<file path="config.mk">
export PLATFORM = sky130hd
export DESIGN_NAME = pipe_hazard_ctrl_flat
export DESIGN_NICKNAME = d
export VERILOG_FILES = /design/src/rtl/pipe_hazard_ctrl_if.sv /design/src/rtl/pipe_hazard_ctrl.sv /design/src/flat_wrapper.sv
export SDC_FILE = /design/constraint.sdc
export NUM_CORES = 1
export LEC_CHECK = 0
export BUFFER_PORTS_ARGS = -buffer_cell sky130_fd_sc_hd__buf_4
export CORE_MARGIN = 1.5
export CORE_UTILIZATION = 33
export DETAILED_ROUTE_END_ITERATION = 8
export PLACE_DENSITY_LB_ADDON = 0.1
export RECOVER_POWER = 25
export SYNTH_ARGS = -nofsm -noshare
export SYNTH_HDL_FRONTEND = slang
export SYNTH_SLANG_ARGS = --single-unit
</file>
<file path="constraint.sdc">
create_clock -name clk -period 1.76 [get_ports clk]
set_input_delay 0.352 -clock clk [delete_from_list [all_inputs] [get_ports clk]]
set_output_delay 0.352 -clock clk [all_outputs]
set_load 0.005 [all_outputs]
</file>
<file path="src/rtl/pipe_hazard_ctrl_if.sv">
`default_nettype none
// ============================================================================
// Module   : pipe_hazard_ctrl_if
// Brief    : Request/control bundle between the core pipeline and the
//            stall/flush controller.
// Revision : 1.0
// ============================================================================
interface pipe_hazard_ctrl_if #(
    parameter int NUM_STAGES = 5,
    parameter int SW         = $clog2(NUM_STAGES)
);
    logic [NUM_STAGES-1:0] stall_req;
    logic [NUM_STAGES-1:0] flush_req;
    logic                  halt_req;

    logic                  pc_stall;
    logic                  pc_flush;
    logic [SW-1:0]         redirect_stage;
    logic [NUM_STAGES-2:0] reg_stall;
    logic [NUM_STAGES-2:0] reg_flush;
    logic [NUM_STAGES-2:0] stage_valid;
    logic                  halt_ack;

    logic [31:0]           perf_stall_cycles;
    logic [31:0]           perf_flush_count;
    logic [31:0]           perf_bubble_count;

    // Pipeline side: raises requests, consumes strobes
    modport master (
        output stall_req, flush_req, halt_req,
        input  pc_stall, pc_flush, redirect_stage, reg_stall, reg_flush,
               stage_valid, halt_ack,
               perf_stall_cycles, perf_flush_count, perf_bubble_count
    );

    // Controller side
    modport slave (
        input  stall_req, flush_req, halt_req,
        output pc_stall, pc_flush, redirect_stage, reg_stall, reg_flush,
               stage_valid, halt_ack,
               perf_stall_cycles, perf_flush_count, perf_bubble_count
    );
endinterface
`default_nettype wire

</file>
<file path="src/rtl/pipe_hazard_ctrl.sv">
`default_nettype none
// ============================================================================
// Module   : pipe_hazard_ctrl
// Brief    : N-stage pipeline stall/flush controller with valid tracking and
//            halt/drain handshake. Optional perf counters: PIPE_CTRL_PERF_EN.
// Revision : 1.0
// ============================================================================
module pipe_hazard_ctrl #(
    parameter int NUM_STAGES = 5,
    parameter int SW         = $clog2(NUM_STAGES)
) (
    input  wire logic         clk,
    input  wire logic         reset_n,
    pipe_hazard_ctrl_if.slave bus
);
    localparam int c_NUM_REGS = NUM_STAGES - 1;

    typedef enum logic [1:0] {
        S_RUN    = 2'd0,
        S_DRAIN  = 2'd1,
        S_HALTED = 2'd2
    } state_t;

    state_t                r_state;
    logic                  r_halt_ack;
    logic [c_NUM_REGS-1:0] r_stage_valid;

    logic [NUM_STAGES-1:0] w_hold;
    logic                  w_hold_acc;
    logic                  w_flush_any;
    logic                  w_flush_held;
    logic [SW-1:0]         w_flush_idx;
    logic                  w_eff_flush;
    logic                  w_run;
    logic                  w_pc_stall;
    logic [c_NUM_REGS-1:0] w_reg_stall;
    logic [c_NUM_REGS-1:0] w_reg_flush;
    logic [c_NUM_REGS-1:0] w_valid_src;
    logic [c_NUM_REGS-1:0] w_valid_nxt;
    logic                  w_unused_flush0;

    // Stage 0 cannot redirect the PC
    assign w_unused_flush0 = bus.flush_req[0];

    assign w_run = (r_state == S_RUN);

    // A stall in stage i freezes stage i and everything younger
    always_comb begin
        w_hold_acc = 1'b0;
        w_hold     = '0;
        for (int i = NUM_STAGES - 1; i >= 0; i--) begin
            w_hold_acc = w_hold_acc | bus.stall_req[i];
            w_hold[i]  = w_hold_acc;
        end
    end

    // Ascending scan so the oldest requester wins
    always_comb begin
        w_flush_any  = 1'b0;
        w_flush_held = 1'b0;
        w_flush_idx  = '0;
        for (int i = 1; i < NUM_STAGES; i++) begin
            if (bus.flush_req[i]) begin
                w_flush_any  = 1'b1;
                w_flush_held = w_hold[i];
                w_flush_idx  = SW'(i);
            end
        end
    end

    assign w_eff_flush = w_flush_any & ~w_flush_held;
    assign w_pc_stall  = ~w_eff_flush & (w_hold[0] | ~w_run);

    always_comb begin
        w_reg_stall = '0;
        w_reg_flush = '0;
        for (int r = 1; r < NUM_STAGES; r++) begin
            if (w_eff_flush && (r <= int'(w_flush_idx))) begin
                w_reg_flush[r-1] = 1'b1;
            end else if (w_hold[r]) begin
                w_reg_stall[r-1] = 1'b1;
            end else if (w_hold[r-1]) begin
                w_reg_flush[r-1] = 1'b1;
            end
        end
        // Fetch is stopped outside RUN: keep new work out of register 1
        if (!w_run && !w_hold[1]) begin
            w_reg_flush[0] = 1'b1;
        end
    end

    // Register 1 is fed by fetch, which only produces work while running
    assign w_valid_src = {r_stage_valid[c_NUM_REGS-2:0], w_run};

    always_comb begin
        w_valid_nxt = r_stage_valid;
        for (int r = 0; r < c_NUM_REGS; r++) begin
            if (w_reg_flush[r]) begin
                w_valid_nxt[r] = 1'b0;
            end else if (!w_reg_stall[r]) begin
                w_valid_nxt[r] = w_valid_src[r];
            end
        end
    end

    always_ff @(posedge clk or negedge reset_n) begin
        if (!reset_n) begin
            r_stage_valid <= '0;
        end else begin
            r_stage_valid <= w_valid_nxt;
        end
    end

    always_ff @(posedge clk or negedge reset_n) begin
        if (!reset_n) begin
            r_state    <= S_RUN;
            r_halt_ack <= 1'b0;
        end else begin
            case (r_state)
                S_RUN: begin
                    r_halt_ack <= 1'b0;
                    if (bus.halt_req) begin
                        r_state <= S_DRAIN;
                    end
                end
                S_DRAIN: begin
                    if (!bus.halt_req) begin
                        r_state    <= S_RUN;
                        r_halt_ack <= 1'b0;
                    end else if (r_stage_valid == '0) begin
                        r_state    <= S_HALTED;
                        r_halt_ack <= 1'b1;
                    end
                end
                S_HALTED: begin
                    if (!bus.halt_req) begin
                        r_state    <= S_RUN;
                        r_halt_ack <= 1'b0;
                    end
                end
                default: begin
                    r_state    <= S_RUN;
                    r_halt_ack <= 1'b0;
                end
            endcase
        end
    end

    assign bus.pc_stall       = w_pc_stall;
    assign bus.pc_flush       = w_eff_flush;
    assign bus.redirect_stage = w_eff_flush ? w_flush_idx : '0;
    assign bus.reg_stall      = w_reg_stall;
    assign bus.reg_flush      = w_reg_flush;
    assign bus.stage_valid    = r_stage_valid;
    assign bus.halt_ack       = r_halt_ack;

`ifdef PIPE_CTRL_PERF_EN
    logic        w_bubble;
    logic [31:0] r_perf_stall;
    logic [31:0] r_perf_flush;
    logic [31:0] r_perf_bubble;

    // Only bubbles from an older-stage hold count, not flushes or fetch stop
    always_comb begin
        w_bubble = 1'b0;
        for (int r = 1; r < NUM_STAGES; r++) begin
            if (!(w_eff_flush && (r <= int'(w_flush_idx))) && !w_hold[r] && w_hold[r-1]) begin
                w_bubble = 1'b1;
            end
        end
    end

    always_ff @(posedge clk or negedge reset_n) begin
        if (!reset_n) begin
            r_perf_stall  <= '0;
            r_perf_flush  <= '0;
            r_perf_bubble <= '0;
        end else begin
            if (w_pc_stall && w_run && (r_perf_stall != 32'hFFFF_FFFF)) begin
                r_perf_stall <= r_perf_stall + 32'd1;
            end
            if (w_eff_flush && (r_perf_flush != 32'hFFFF_FFFF)) begin
                r_perf_flush <= r_perf_flush + 32'd1;
            end
            if (w_bubble && (r_perf_bubble != 32'hFFFF_FFFF)) begin
                r_perf_bubble <= r_perf_bubble + 32'd1;
            end
        end
    end

    assign bus.perf_stall_cycles = r_perf_stall;
    assign bus.perf_flush_count  = r_perf_flush;
    assign bus.perf_bubble_count = r_perf_bubble;
`else
    assign bus.perf_stall_cycles = 32'd0;
    assign bus.perf_flush_count  = 32'd0;
    assign bus.perf_bubble_count = 32'd0;
`endif

endmodule
`default_nettype wire

</file>
<file path="src/flat_wrapper.sv">
// flat-port wrapper written by rule: the top's interface ports become plain ports
module pipe_hazard_ctrl_flat 
#(
    parameter int NUM_STAGES = 5,
    parameter int SW         = $clog2(NUM_STAGES)
)
  (clk, reset_n, bus_stall_req, bus_flush_req, bus_halt_req, bus_pc_stall, bus_pc_flush, bus_redirect_stage, bus_reg_stall, bus_reg_flush, bus_stage_valid, bus_halt_ack, bus_perf_stall_cycles, bus_perf_flush_count, bus_perf_bubble_count);
  pipe_hazard_ctrl_if #(.NUM_STAGES(NUM_STAGES), .SW(SW)) bus_i ();
  input  wire logic clk;
  input  wire logic reset_n;
  input wire logic [$bits(bus_i.stall_req)-1:0] bus_stall_req;
  input wire logic [$bits(bus_i.flush_req)-1:0] bus_flush_req;
  input wire logic [$bits(bus_i.halt_req)-1:0] bus_halt_req;
  output wire logic [$bits(bus_i.pc_stall)-1:0] bus_pc_stall;
  output wire logic [$bits(bus_i.pc_flush)-1:0] bus_pc_flush;
  output wire logic [$bits(bus_i.redirect_stage)-1:0] bus_redirect_stage;
  output wire logic [$bits(bus_i.reg_stall)-1:0] bus_reg_stall;
  output wire logic [$bits(bus_i.reg_flush)-1:0] bus_reg_flush;
  output wire logic [$bits(bus_i.stage_valid)-1:0] bus_stage_valid;
  output wire logic [$bits(bus_i.halt_ack)-1:0] bus_halt_ack;
  output wire logic [$bits(bus_i.perf_stall_cycles)-1:0] bus_perf_stall_cycles;
  output wire logic [$bits(bus_i.perf_flush_count)-1:0] bus_perf_flush_count;
  output wire logic [$bits(bus_i.perf_bubble_count)-1:0] bus_perf_bubble_count;
  assign bus_i.stall_req = bus_stall_req;
  assign bus_i.flush_req = bus_flush_req;
  assign bus_i.halt_req = bus_halt_req;
  assign bus_pc_stall = bus_i.pc_stall;
  assign bus_pc_flush = bus_i.pc_flush;
  assign bus_redirect_stage = bus_i.redirect_stage;
  assign bus_reg_stall = bus_i.reg_stall;
  assign bus_reg_flush = bus_i.reg_flush;
  assign bus_stage_valid = bus_i.stage_valid;
  assign bus_halt_ack = bus_i.halt_ack;
  assign bus_perf_stall_cycles = bus_i.perf_stall_cycles;
  assign bus_perf_flush_count = bus_i.perf_flush_count;
  assign bus_perf_bubble_count = bus_i.perf_bubble_count;
  pipe_hazard_ctrl #(.NUM_STAGES(NUM_STAGES), .SW(SW)) u_core (.clk(clk), .reset_n(reset_n), .bus(bus_i));
endmodule
</file>
# After elaboration in Yosys (flattened, before gate mapping)
# Cells that the tools add are included.
# W data, S select, Z words.
[word_totals]
in_bits = 13
output_inout_bits = 114
word_cells = 88
regBits = 7
[op_classes]
n_mux = 48
bitwise = 10
magnitude_cmp = 4
n_reduce_logical = 11
n_eq_ne = 9
[op_table]
columns = ["op", "n"]
rows = [
  ["$mux W1", 38],
  ["$mux W2", 6],
  ["$ne A2 B1 Y1 const B", 4],
  ["$le A2 B3 Y1 const A", 2],
  ["$mux W3", 2],
  ["$pmux W2 S3", 1],
  ["$logic_and A1 B1 Y1", 5],
  ["$or A1 B1 Y1", 5],
  ["$logic_not A4 Y1", 1],
  ["$ne A2 B2 Y1 const B", 2],
  ["$le A1 B3 Y1 const A", 1],
  ["$le A3 B3 Y1 const A", 1],
  ["$ne A3 B2 Y1 const B", 1],
  ["$not A1 Y1", 3],
  ["$reduce_and A3 Y1", 1],
  ["$and A1 B1 Y1", 2],
  ["$eq A2 B1 Y1 const B", 1],
  ["$eq A2 B2 Y1 const B", 1],
  ["$logic_not A1 Y1", 2],
  ["$logic_not A2 Y1", 1],
  ["$pmux W1 S2", 1],
  ["$reduce_and A2 Y1", 1],
]

# Longest topological paths before layout
[depth]
ltp_word = 13
depth_mapped = 4
mapped_depth_nobuf = 3

# Worst setup path before layout
# OpenSTA, ideal clock, no wires.
[synth_timing]
path_kind = "input -> output"
start = "input bus_stall_req[2]"
end = "output bus_reg_flush[0]"
slack_ns = -0.021
n_path_buf = 0
arrival_ns = 1.429
stages = 3
required_time_ns = 1.408
path_cell_list = "or4_4 a221o_1 o211ai_1"
[synth_via]
elab_chain_len = 11
elab_cells_between_ends = 16
classes_between = "8 x mux; 5 x bitwise; 3 x reduce/logical"
[synth_rtl]
columns = ["item", "line", "text"]
rows = [
  ["from (decl)", "flat_wrapper.sv:11", "input wire logic [$bits(bus_i.stall_req)-1:0] bus_stall_req;"],
  ["$or A1 B1 Y1 (*)", "pipe_hazard_ctrl.sv:52", "w_hold_acc = w_hold_acc | bus.stall_req[i];"],
  ["$or A1 B1 Y1", "pipe_hazard_ctrl.sv:52", ""],
  ["$mux W1 (4 in a row)", "pipe_hazard_ctrl.sv:63", "if (bus.flush_req[i]) begin"],
  ["$not A1 Y1", "pipe_hazard_ctrl.sv:71", "assign w_eff_flush = w_flush_any & ~w_flush_held;"],
  ["$and A1 B1 Y1", "pipe_hazard_ctrl.sv:71", ""],
  ["$logic_and A1 B1 Y1", "pipe_hazard_ctrl.sv:78", "if (w_eff_flush && (r <= int'(w_flush_idx))) begin"],
  ["$mux W1", "pipe_hazard_ctrl.sv:78", ""],
  ["$mux W1 (*)", "pipe_hazard_ctrl.sv:87", "if (!w_run && !w_hold[1]) begin"],
  ["to (decl)", "flat_wrapper.sv:18", "output wire logic [$bits(bus_i.reg_flush)-1:0] bus_reg_flush;"],
]
# Every way passes the cells marked *; elsewhere a longest branch is shown, timed or not.

# Worst setup path after layout
# Ends and elaborated chain as after synthesis.

==> results.py <==
metrics = {
    "grt": {
        "grt_usage_pct": 10.29,
        "overflow": 0,
        "first_global_vias": 739,
        "grt_antenna_before_repair": 0,
        "grt_pass1_wl_um": 3436,
        "grt_max_degree": 15,
    },
    "routing": {
        "drc": 0,
        "drt-initial-drc-count": 7,
        "wl_per_cell_um": 8.542,
        "ant_nets": 0,
        "drt-total-wl_um": 2255,
        "vias": 964,
        "drt_first_pass_iters": 3,
        "vias_per_cell": 3.652,
    },
    "clock_network": {
        "clockBufferDepth": 2,
        "cts_max_level": 1,
        "cts_tree": "yes",
        "clkLatencyLatePin_ps": 220,
        "cts_buffers": 3,
        "clk_pin_slew_ps": 40,
        "clock_sinks": 7,
        "cts-root-buf": "clkbuf_8",
    },
    "pwr": {
        "cellLeakagePower_nw": 0.8187,
        "ir_worst_vdd_v": 0.0003243,
        "p_per_area_nw_per_um2": 448.6,
        "power_mw": 0.6326,
    },
    "setup_path": {
        "rr_startpoint": "u_core.bus.stage_valid[1]",
        "rr_worst_depth": 3,
        "ff2ff_setup_slack_ps": 380,
        "worstSetupEndpointType": "output pin",
        "cp_max_fo": 4,
        "worst-endpoint-required_ps": 1410,
        "cp-start-kind": "input pin",
        "crit_type": "input pin to output pin",
        "r2r-end": "u_core.bus.halt_ack",
        "arrival_ps": 1710,
    },
    "logic_synthesis": {
        "synthFlopType": "dfrtp_1",
        "yosysUniqueCellTypes": 31,
        "synth_top_area_share_pct": 56.09,
        "ys_seq_area_share_pct": 13.63,
        "yosysTopAreaCell": "buf_4",
        "avgSynthCellArea_um2": 7.603,
        "synth_edf_count": 0,
        "synthTopCellsByArea": "buf_4, dfrtp_1, nor2b_1",
        "yosysMostFrequentCell": "buf_4",
        "syn_inst": 169,
        "synth_area_um2": 1285,
        "synthArstFlopShare_pct": 100.0,
        "ys_seq_elements": 7,
        "yosysWarningCount": 0,
        "synth.cells.most_frequent": "buf_4, dfrtp_1, nor2_1, a21oi_1, nand2_1",
    },
    "final_layout": {
        "fin_nets": 230,
        "area_growth_pct": 9.737,
        "num-fill-cells": 424,
        "num_antenna_cells": 0,
        "layout-drive-gt1-share_pct": 26.39,
    },
    "placement": {
        "portBuffers": 29,
        "gp_congestion": 0.7325,
        "dp_hpwl_um": 1920,
    },
    "timing": {
        "hold_viol": 0,
        "grt_setup_unrepaired": "true",
        "max_freq_mhz": 485.2,
        "tightest_slew_ps": 527.0,
        "setup_viol": 6,
        "relSlewSlack_pct": 64.54,
        "finalCriticalPeriod_ps": 2061,
        "setup_tns_ps": -1211,
        "fin_skew_ps": 1.838,
        "min_period_over_period_pct": 117.1,
        "setup_slack_ps": -301.1,
        "final-max-slew-violation-count": 0,
    },
    "floorplanning": {
        "die_area_um2": 4277,
        "die_y_um": 65.40,
        "io_pins": 127,
        "core_um2": 3689,
        "die-width_um": 65.40,
        "initial_utilization_pct": 34.84,
        "rows": 22,
    },
    "worst_hold_path": {
        "min_from": "bus_halt_req",
        "min_path_type": "input pin to register",
        "holdPathEnd": "u_core.r_state[1]",
        "holdPathStages": 2,
    },
    "outcome": {
        "status": "finished, violations left",
        "violations": "setup timing",
    },
    "flow_run": {
        "maxCapViolations": 0,
    },
}
==> metrics by stage <==
| stage | instance area [um^2] | hold WS (ps) | setup slack (ps) | instances | util, % |
|---|---|---|---|---|---|
| floorplan | 1642 | 56.41 | -6.227 | 264 | - |
| global placement | 1280 | 168.9 | -328.0 | 254 | 34.70 |
| detailed placement | 1280 | 168.7 | -335.4 | 254 | 34.70 |
| CTS | 1364 | 374.1 | -303.3 | 261 | 36.97 |
| global route | 1410 | 396.1 | -363.2 | 264 | 38.23 |
| finish | 1410 | 378.1 | -301.1 | 264 | 38.23 |
==> area by class of cell <==
class	count	area, um^2	area share [%]
clock buffer	4	45.04	3.194
inverter	3	11.26	0.7986
multi-input combinational	154	744.5	52.80
sequential	7	175.2	12.42
tap	48	60.06	4.259
timing repair buffer	48	374.1	26.53
==> sequential cells by signal (all words and copies together) (netlist names) <==
register,cells
u_core.bus.halt_ack,1
u_core.bus.stage_valid,4
u_core.r_state,2
==> kinds of logic (layout without fill, tap and decap cells) <==
| logic type | after synthesis | in the layout | synth area share, % |
|---|---|---|---|
| buf+inv | 103 | 55 | 58.23 |
| simple gates | 33 | 33 | 13.83 |
| compound gates | 23 | 23 | 12.27 |
| flops | 7 | 7 | 13.63 |
| mux | 2 | 2 | 1.753 |
| other cells | 1 | 96 | 0.2918 |
==> worst max path at each step <==
stage | depth (start not counted) | slack [ps] | start | to
6_report | 5 | -300 | bus_stall_req[2] | bus_reg_flush[0]
5_1_grt | 5 | -360 | bus_stall_req[2] | bus_reg_flush[1]
4_1_cts | 5 | -300 | bus_stall_req[2] | bus_reg_flush[1]
3_5_place_dp | 5 | -340 | bus_stall_req[2] | bus_pc_stall
3_3_place_gp | 5 | -330 | bus_stall_req[2] | bus_reg_stall[0]
2_1_floorplan | 3 | -6 | bus_stall_req[2] | bus_reg_flush[0]
==> metal layers <==
metal / global-route usage (%) / up-vias / wire, um
met2: 17.47 / 64 / 1184
met1: 12.57 / 443 / 865
li1: - / 457 / -
met3: 2.397 / 0 / 205
met4: 3.906 / 0 / 0
met5: 0 / - / 0
==> timing repair <==
| action | CTS | global route |
|---|---|---|
| pin swaps | 0 | 1 |
| buffers inserted | 2 | 3 |
| hold endpoints to repair | 7 | 0 |
| gates cloned | 0 | 0 |
| setup endpoints to repair | 6 | 7 |
| hold buffers | 1 | 0 |
| resized for setup | 3 | 6 |
==> cells in the final DEF, fill, tap and decap left out, types with 2 or more instances in the layout <==
| master | instances |
|---|---|
| conb_1 | 96 |
| buf_4 | 43 |
| nor2_1 | 7 |
| dfrtp_1 | 7 |
| nand2_1 | 6 |
| a21oi_1 | 6 |
| nor2b_1 | 5 |
| inv_1 | 3 |
| o211ai_1 | 3 |
| o21ai_0 | 3 |
| clkbuf_8 | 3 |
| nor3_1 | 2 |
| nand2b_1 | 2 |
| or2_2 | 2 |
| o221ai_1 | 2 |
| nor4_1 | 2 |
| mux2_2 | 2 |
| o211a_1 | 2 |
| clkbuf_1 | 2 |
| buf_6 | 2 |
==> report_power, final <==
part           internal (mW)  total [mW]  switching (mW)
Combinational          0.106       0.237           0.130
Sequential             0.170       0.177         0.00699
Clock                  0.156       0.218          0.0624
Total                  0.433       0.633           0.200
==> worst max-delay path, stage by stage <==
cell	delay [ps]
buf_8	100
or4_4	530
a221o_1	360
o211ai_1	220
buf_4	140
Note: power is estimated with default switching activity, not from simulation.
